[src/rtl/rng_fifo_bridge.sv]
// Bridges an upstream RNG into a word FIFO that a CPU drains via a three-register
// iomem window (DATA, STATUS, CTRL). A two-state fill FSM requests one word at a time.
module rng_fifo_bridge #(
    parameter logic [31:0] BASE_ADDR = 32'h0300_2000,
    parameter int          DEPTH     = 8
) (
    input  logic        clk_i,
    input  logic        rst_i,
    input  logic        iomem_valid,
    output logic        iomem_ready,
    input  logic [3:0]  iomem_wstrb,
    input  logic [31:0] iomem_addr,
    input  logic [31:0] iomem_wdata,
    output logic [31:0] iomem_rdata,
    output logic        rng_re,
    input  logic [31:0] rng_do,
    input  logic        rng_wait
);

    localparam int AW = $clog2(DEPTH);
    localparam int CW = AW + 1;

    localparam logic [0:0] ST_IDLE = 1'b0;
    localparam logic [0:0] ST_REQ  = 1'b1;

    logic [31:0]   mem [DEPTH];
    logic [AW-1:0] wr_ptr;
    logic [AW-1:0] rd_ptr;
    logic [CW-1:0] count;
    logic [0:0]    state;
    logic          enable;
    logic          underflow;

    logic        sel_data;
    logic        sel_status;
    logic        sel_ctrl;
    logic        is_write;
    logic        accept;
    logic        empty;
    logic        full;
    logic        pop;
    logic        push;
    logic        flush;
    logic [31:0] read_word;
    logic        unused_wdata;

    assign sel_data   = (iomem_addr == BASE_ADDR);
    assign sel_status = (iomem_addr == BASE_ADDR + 32'd4);
    assign sel_ctrl   = (iomem_addr == BASE_ADDR + 32'd8);
    assign is_write   = |iomem_wstrb;

    // A held request is accepted only while no ack is outstanding, so each access acks once.
    assign accept = iomem_valid && !iomem_ready && (sel_data || sel_status || sel_ctrl);

    assign empty = (count == '0);
    assign full  = (count == CW'(DEPTH));
    assign pop   = accept && sel_data && !is_write && !empty;
    assign flush = accept && sel_ctrl && iomem_wstrb[0] && iomem_wdata[1];
    assign push  = (state == ST_REQ) && !rng_wait && !flush && !full;

    assign rng_re       = (state == ST_REQ) && !rst_i;
    assign unused_wdata = ^iomem_wdata[31:3];

    always_comb begin
        // NOTE: default assignment first so no path through the block infers a latch.
        read_word = 32'h0;
        if (sel_data) begin
            read_word = empty ? 32'hFFFF_FFFF : mem[rd_ptr];
        end else if (sel_status) begin
            read_word = {16'h0, 8'(count), 4'h0, underflow, full, empty, enable};
        end else if (sel_ctrl) begin
            read_word = {31'h0, enable};
        end
    end

    // NOTE: storage is deliberately not reset; pointers and count alone define valid entries.
    always_ff @(posedge clk_i) begin
        if (push) begin
            mem[wr_ptr] <= rng_do;
        end
    end

    always_ff @(posedge clk_i) begin
        if (rst_i) begin
            iomem_ready <= 1'b0;
            iomem_rdata <= 32'h0;
            enable      <= 1'b0;
            underflow   <= 1'b0;
        end else begin
            iomem_ready <= accept;
            if (accept) begin
                iomem_rdata <= is_write ? 32'h0 : read_word;
            end
            if (accept && sel_data && !is_write && empty) begin
                underflow <= 1'b1;
            end
            if (accept && sel_ctrl && iomem_wstrb[0]) begin
                enable <= iomem_wdata[0];
                if (iomem_wdata[2]) begin
                    underflow <= 1'b0;
                end
            end
        end
    end

    always_ff @(posedge clk_i) begin
        if (rst_i) begin
            state  <= ST_IDLE;
            wr_ptr <= '0;
            rd_ptr <= '0;
            count  <= '0;
        end else if (flush) begin
            // Flush wins over any word arriving this cycle; a same-cycle pop already read the head.
            state  <= ST_IDLE;
            wr_ptr <= '0;
            rd_ptr <= '0;
            count  <= '0;
        end else begin
            if (push) begin
                wr_ptr <= wr_ptr + AW'(1);
            end
            if (pop) begin
                rd_ptr <= rd_ptr + AW'(1);
            end
            count <= count + CW'(push) - CW'(pop);
            case (state)
                ST_IDLE: if (enable && !full) state <= ST_REQ;
                ST_REQ:  if (!rng_wait) state <= ST_IDLE;
                default: state <= ST_IDLE;
            endcase
        end
    end

endmodule

[config.mk]
export PLATFORM = sky130hd
export DESIGN_NAME = rng_fifo_bridge
export DESIGN_NICKNAME = d
export VERILOG_FILES = /design/src/rtl/rng_fifo_bridge.sv
export SDC_FILE = /design/constraint.sdc
export NUM_CORES = 1
export LEC_CHECK = 0
export CORE_MARGIN = 10
export CORE_UTILIZATION = 40
export CTS_CLUSTER_SIZE = 40
export DETAILED_ROUTE_END_ITERATION = 12
export PLACE_DENSITY = 0.72
export SLEW_MARGIN = 20
export SYNTH_ARGS = -nofsm -noshare
export SYNTH_HDL_FRONTEND = slang
export SYNTH_SLANG_ARGS = --single-unit
[constraint.sdc]
create_clock -name clk_i -period 5.3 [get_ports clk_i]
set_input_delay 0.53 -clock clk_i [delete_from_list [all_inputs] [get_ports clk_i]]
set_output_delay 0.53 -clock clk_i [all_outputs]
set_load 0.03 [all_outputs]
# --- After elaboration in Yosys (flattened, before gate mapping) ---
# Memories as Yosys holds them, arrays and structs flattened. A register that Yosys moved wholly into a read port is not among the register bits.
# Cells that the tools add are included.
word_totals:
  mem_bits_rw: 256
  memories: 1
  output_inout_bits: 34
  inputBits: 104
  register_bits: 46
  wordCells: 59
mem_list:
  columns: ["name", "depth", "width", "rd", "rd_clocked_by_memory_dff", "wr", "line", "rtl"]
  rows:
  - ["mem", 8, 32, 1, 1, 1, "26", "logic [31:0] mem [DEPTH];"]
op_classes:
  reduce_logical: 26
  n_addsub: 4
  muxes: 15
  eq_ne: 4
  bitwise_logic: 1
op_table:
  columns: ["operator", "count"]
  rows:
  - ["equality test 32 x 26 -> 1 bit (second input constant)", 3]
  - ["two-way mux 32 bit", 3]
  - ["logical AND 1 bit", 14]
  - ["two-way mux 12 bit", 1]
  - ["two-way mux 1 bit", 8]
  - ["logical NOT 1 bit", 7]
  - ["adder 3 x 1 -> 3 bit (second input constant)", 2]
  - ["two-way mux 3 bit", 2]
  - ["adder 4 x 1 -> 4 bit", 1]
  - ["equality test 4 bit (second input constant)", 1]
  - ["logical NOT 4 bit", 1]
  - ["OR reduction 4 bit", 1]
  - ["subtractor 4 x 1 -> 4 bit", 1]
  - ["logical OR 1 bit", 2]
  - ["case mux 1 bit (2 select lines)", 1]
  - ["OR reduction 2 bit", 1]
  - ["inverter 1 bit", 1]

# --- Depth between registers and ports, before layout ---
logic_depth:
  ltp_word: 12
  mapped_depth: 12
  depth_no_buf: 11

# --- Worst setup path after synthesis ---
# OpenSTA, ideal clock, no wires.
synth_path:
  path_type: "input -> register"
  start: "input port iomem_addr[30]"
  end: "memory mem[2][0] (enable)"
  setup_slack_ps: 129
  required_ps: 4787
  setup_time_ps: 513
  path_stages: 6
  path_buffers: 1
  t_arrival_ps: 4658
  cell_sequence: "and4bb_1 nand4_4 nor3_4 a21o_1 buf_4 nor4b_1"
synth_via:
  elab_chain_cells: 12
  elab_cells_between_ends: 14
  classes_between: "eq/ne (3); mux (2); reduce/logical (9)"
synth_rtl:
  columns: ["item", "line", "rtl"]
  rows:
  - ["start, declared", "12", "input logic [31:0] iomem_addr,"]
  - ["equality test 32 x 26 -> 1 bit, on equally long branches", "47, 48", null]
  - ["logical OR 1 bit (2 in series)", "53", "assign accept = iomem_valid && !iomem_ready && (sel_data || sel_status || sel_ctrl);"]
  - ["logical AND 1 bit", "53", null]
  - ["logical AND 1 bit (*) (3 in series)", "58", "assign flush = accept && sel_ctrl && iomem_wstrb[0] && iomem_wdata[1];"]
  - ["logical NOT 1 bit (*)", "59", "assign push = (state == ST_REQ) && !rng_wait && !flush && !full;"]
  - ["logical AND 1 bit (*) (2 in series)", "59", null]
  - ["two-way mux 1 bit (*)", "78", "if (push) begin"]
  - ["two-way mux 1 bit (implied by the code) (*)", "79", "mem[wr_ptr] <= rng_do;"]
  - ["end, declared", "26", null]
# Mark *: on every way between the ends. The rest lies on a longest branch, timed or not.

# --- Worst setup path in the final report ---
layout_path:
  start: "input port iomem_addr[26]"
  end: "register count[2]"
layout_via:
  elab_chain_cells: 12
  elab_cells_between_ends: 18
  classes_between: "add/sub (2); eq/ne (3); reduce/logical (13)"
layout_rtl:
  columns: ["item", "line", "rtl"]
  rows:
  - ["equality test 32 x 26 -> 1 bit, on equally long branches", "47, 48", null]
  - ["logical OR 1 bit (2 in series)", "53", null]
  - ["logical AND 1 bit", "53", null]
  - ["logical AND 1 bit (3 in series)", "58", null]
  - ["logical NOT 1 bit", "59", null]
  - ["logical AND 1 bit (2 in series)", "59", null]
  - ["adder 4 x 1 -> 4 bit", "125", "count <= count + CW'(push) - CW'(pop);"]
  - ["subtractor 4 x 1 -> 4 bit", "125", null]
  - ["end signal, assigned", "125", null]
  - ["end, declared", "29", "logic [CW-1:0] count;"]
# Parallel ways exist; a longest one is shown, timed or not.
# A chain may end at the register's enable or synchronous reset.

==> metrics.md <==
| Metric | Value |
|---|---|
| Reg2reg path depth | 11 |
| Maximum vdd drop | around 210 uV |
| Hold EP | iomem_rdata[17]$_SDFFE_PP0N_ |
| IO Port Bufs | 108 |
| Combinational Power Share | under 10% |
| Clock Latency Late Sink | around 0.53 ns |
| Num CTS Buffers | 29 |
| # rows | 63 |
| Flop-to-flop setup slack | 2.48 ns |
| Clock Power Share | about two fifths |
| Placer congestion estimate | 0.756 |
| Worst Hold Class | reg2reg |
| Area share of the largest cell type after synthesis | 64.0% |
| Crit path kind | in2reg |
| Number of global-route vias before repair | roughly 6500 |
| DIE HEIGHT | 193 um |
| Ant. Diodes | 0 |
| Worst r2r src | count[2]$_SDFF_PP0_ |
| Finished Layout Cells | about 1100 |
| Status | completed |
| Sw frac | roughly a fifth |
| Hold Crit Start | iomem_rdata[17]$_SDFFE_PP0N_ |
| Unique masters post-synth | 54 |
| GRT overflow | 0 |
| Initial drt markers | between 500 and 600 |
| Hold Fails Final Rpt | 0 |
| CTS clk-pin slew, worst paths | approximately 0.060 ns |
| Max Cap Viol | 0 |
| Worst path max stage delay | ~0.47 ns |
| Flop pwr share | a little under three fifths |
| Share of cells above drive strength 1 | 25.5% |
| Largest net degree at the start of global routing | 41 |
| Die area | about 0.037 mm2 |
| Core ar. | slightly below 0.03 mm2 |
| Crit-path slowest cell | a21o_1 |
| Worst hold stages | 2 |
| Leakage | between 4 and 5 nW |
| Final wirelength | around 26 mm |
| Setup crit start | iomem_addr[26] |
| Antenna violations before repair | 3 |
| Final HPWL DP | 15.0 mm |
| Initial Util | between 40% and 50% |
| Final hold slack | approximately 0.45 ns |
| Synthesized area per cell | approximately 20 um2 |
| CP required | between 5 and 6 ns |
| Routed vias/inst | approximately 5.4 |
| Number of flops mapped to enable cells by yosys | around 260 |
| Final setup violation count | 0 |
| Wire length per cell | about 22 um |
| Clk_skew | slightly above 0.01 ns |
| Predominant post-synthesis flop cell | edfxtp_1 |
| Via count | around 6000 |
| Int Pwr | around 0.0038 W |
| Syn Nets | between 700 and 800 |
| Setup TNS | 0 ns |
| PostCTS Resize Cnt | 0 |
| Critical path fanouts, max | 9 |
| Pre-CTS setup slack | about 1.8 ns |
| Post-CTS Setup Inserts | 0 |
| Sink Count | approximately 300 |
| RSZ-0062 raised after global routing | no |
| Clock tree buffer depth | 3 |
| Final net count | 844 |
| Post-synthesis sequential area ratio | between 70% and 80% |
| Max-slew violation count | 0 |
| Total track usage | about an eighth |
| Cells after DPL | roughly 1100 |
| Synth warnings | 0 |
| Top cells by area, synth | edfxtp_1 64%, mux4_2 12%, dfxtp_1 8.2%, o221ai_2 2.5%, a21oi_2 1.5% |
| Synth area leader | edfxtp_1 |
| CP delay by family, top | simple AND/OR/NAND/NOR gates |
| CTS tree | yes |
| Post-CTS Hold Fix Bufs | 0 |
| # H-tree levels | 1 |
| I/O Pins | between 100 and 150 |
| Achievable Freq | about 330 MHz |
| DRC Markers | 0 |
| Final ANT Viol Nets | 0 |
| Drt first pass iters | 6 |
| Post-synthesis cell area | between 0.01 and 0.015 mm2 |
| PwrDens | 323 mW/mm2 |
| Final WS setup | between 2 and 2.5 ns |
| Psw | between 0.0008 and 0.0009 W |
| First-pass GRT wire length | between 30 and 40 mm |
| Die span in x | ~190 um |
| Headroom to the max-slew limit | between 30% and 40% |
| Cells after Synth | 614 |
| Tightest Pin Transition | 1.01 ns |
| Final period util | a little under three fifths |
| Buf/Inv on CP | 2 |
| Critical path arrival | 3.41 ns |
| Worst r2r dst | count[2]$_SDFF_PP0_ |
| Startpoint types | input port |
| Synth-to-layout area growth | 20.2% |
| Cell chain of the critical path | clkdlybuf4s50_1 -> nor4_4 -> nand4_4 -> nor3_4 -> a21o_1 -> xnor2_1 -> ha_1 -> inv_1 -> fa_1 -> xor2_1 -> nor2_1 |
| #FFs+latches synth | 305 |
| Root Driver | clkbuf_16 |
| Async SR Flop Fraction | 0% |
| Crit path time final | 3.01 ns |
| CP endpoint kind | flip-flop |
==> worst register-to-register path: stages, from the launching register on <==
cell and delay, ns:
dfxtp_1 0.31, inv_1 0.10, ha_1 0.15, or3b_2 0.50, nand3b_1 0.15, a21o_1 0.41, xnor2_1 0.19, ha_1 0.20
inv_1 0.06, fa_1 0.41, xor2_1 0.16, nor2_1 0.05
==> sequential cells by signal, summed over array words and instances, names as in the netlist, named ones only <==
register and count:
mem 256, underflow 1, wr_ptr 3, rd_ptr 3
state 1, enable 1, count 4, iomem_rdata 32
iomem_ready 1
==> layer usage <==
metal	share of wire, %	global-route usage [%]
met5	0.20	0
met4	1.4	2.98
met3	7.7	3.77
met2	49	22.1
met1	42	17.1
==> synth_stat cells, drive strengths merged (2+ instances only) <==
cell type  count
a21o           3
a21oi         31
a31oi          2
and4           2
and4b          2
and4bb         2
buf           21
clkbuf        13
dfxtp         49
edfxtp       256
ha             7
inv            6
mux2           7
mux2i          4
mux4          63
nand2         42
nand3          4
nand3b         3
nand4          3
nor2          19
nor2b          2
nor3           4
nor4           7
nor4b          6
o21ai          9
o221ai        24
o22ai          5
xnor2          4
xor2           2
==> placed cells by master, fill, tap and decap left out, drive strengths merged, types with 2 or more instances in the layout <==
cell and count:
o21ai 9, nor2 19, xor2 2, nand2 42, nor4b 6, o22ai 5
dfxtp 49, ha 7, xnor2 4, a21oi 31, nand4 3, nand3b 3
nor3 4, o221ai 24, clkdlybuf4s50 107, a31oi 2, and4 2, mux4 63
nor2b 2, and4bb 2, buf 14, inv 7, and4b 2, nand3 4
mux2 7, a21o 3, clkbuf 47, mux2i 4, edfxtp 256, nor4 7
clkinv 5
==> layout make-up <==
| class | count | area, um2 |
|---|---|---|
| fill | 2423 | 15200 |
| tap | 390 | 488 |
| timing repair buffer | 121 | 1170 |
| multi-input combinational | 269 | 3150 |
| clock inverter | 6 | 32.5 |
| sequential | 305 | 8670 |
| clock buffer | 47 | 883 |
| inverter | 6 | 22.5 |
==> power by group through the flow <==
stage | sequential, W | clock, W | combinational [W]
after floorplan | 0.00265 | 0 | 0.0000167
after global placement | 0.00265 | 0 | 0.000102
after detailed placement | 0.00265 | 0 | 0.000105
after CTS | 0.00259 | 0.00199 | 0.000106
after global routing | 0.00259 | 0.00208 | 0.000113
final | 0.00259 | 0.00195 | 0.000106
==> cell families after synthesis <==
family                   count (synthesis)  synth area share [%]
AND/OR/NAND/NOR                        103                  5.85
multiplexers                            74                  12.8
AO/OA/AOI/OAI                           78                  5.93
adder cells (fa/ha/maj)                  8                 0.896
XOR/XNOR                                 6                 0.438
flip-flops                             305                  72.2
buffers and inverters                   40                  1.86
==> worst max path at each step <==
stage	endpoint	slack, ns	depth (start not counted)
2_1_floorplan	mem[2][0]$_DFFE_PP_	0.13	6
3_3_place_gp	count[2]$_SDFF_PP0_	1.83	11
3_5_place_dp	count[2]$_SDFF_PP0_	1.76	11
4_1_cts	count[2]$_SDFF_PP0_	2.28	11
5_1_grt	count[2]$_SDFF_PP0_	2.11	11
6_report	count[2]$_SDFF_PP0_	2.29	11
==> stage by stage <==
| step | power, W | instance area [um2] | util (%) |
|---|---|---|---|
| 2_1_floorplan | 0.00266 | 12000 | - |
| 4_1_cts | 0.00469 | 14400 | 48.7 |
| 6_report | 0.00465 | 14400 | 48.7 |
| 3_3_place_gp | 0.00275 | 13500 | 45.6 |
| 3_5_place_dp | 0.00275 | 13500 | 45.6 |
| 5_1_grt | 0.00479 | 14400 | 48.7 |
Power figures use the tool's default switching activity.
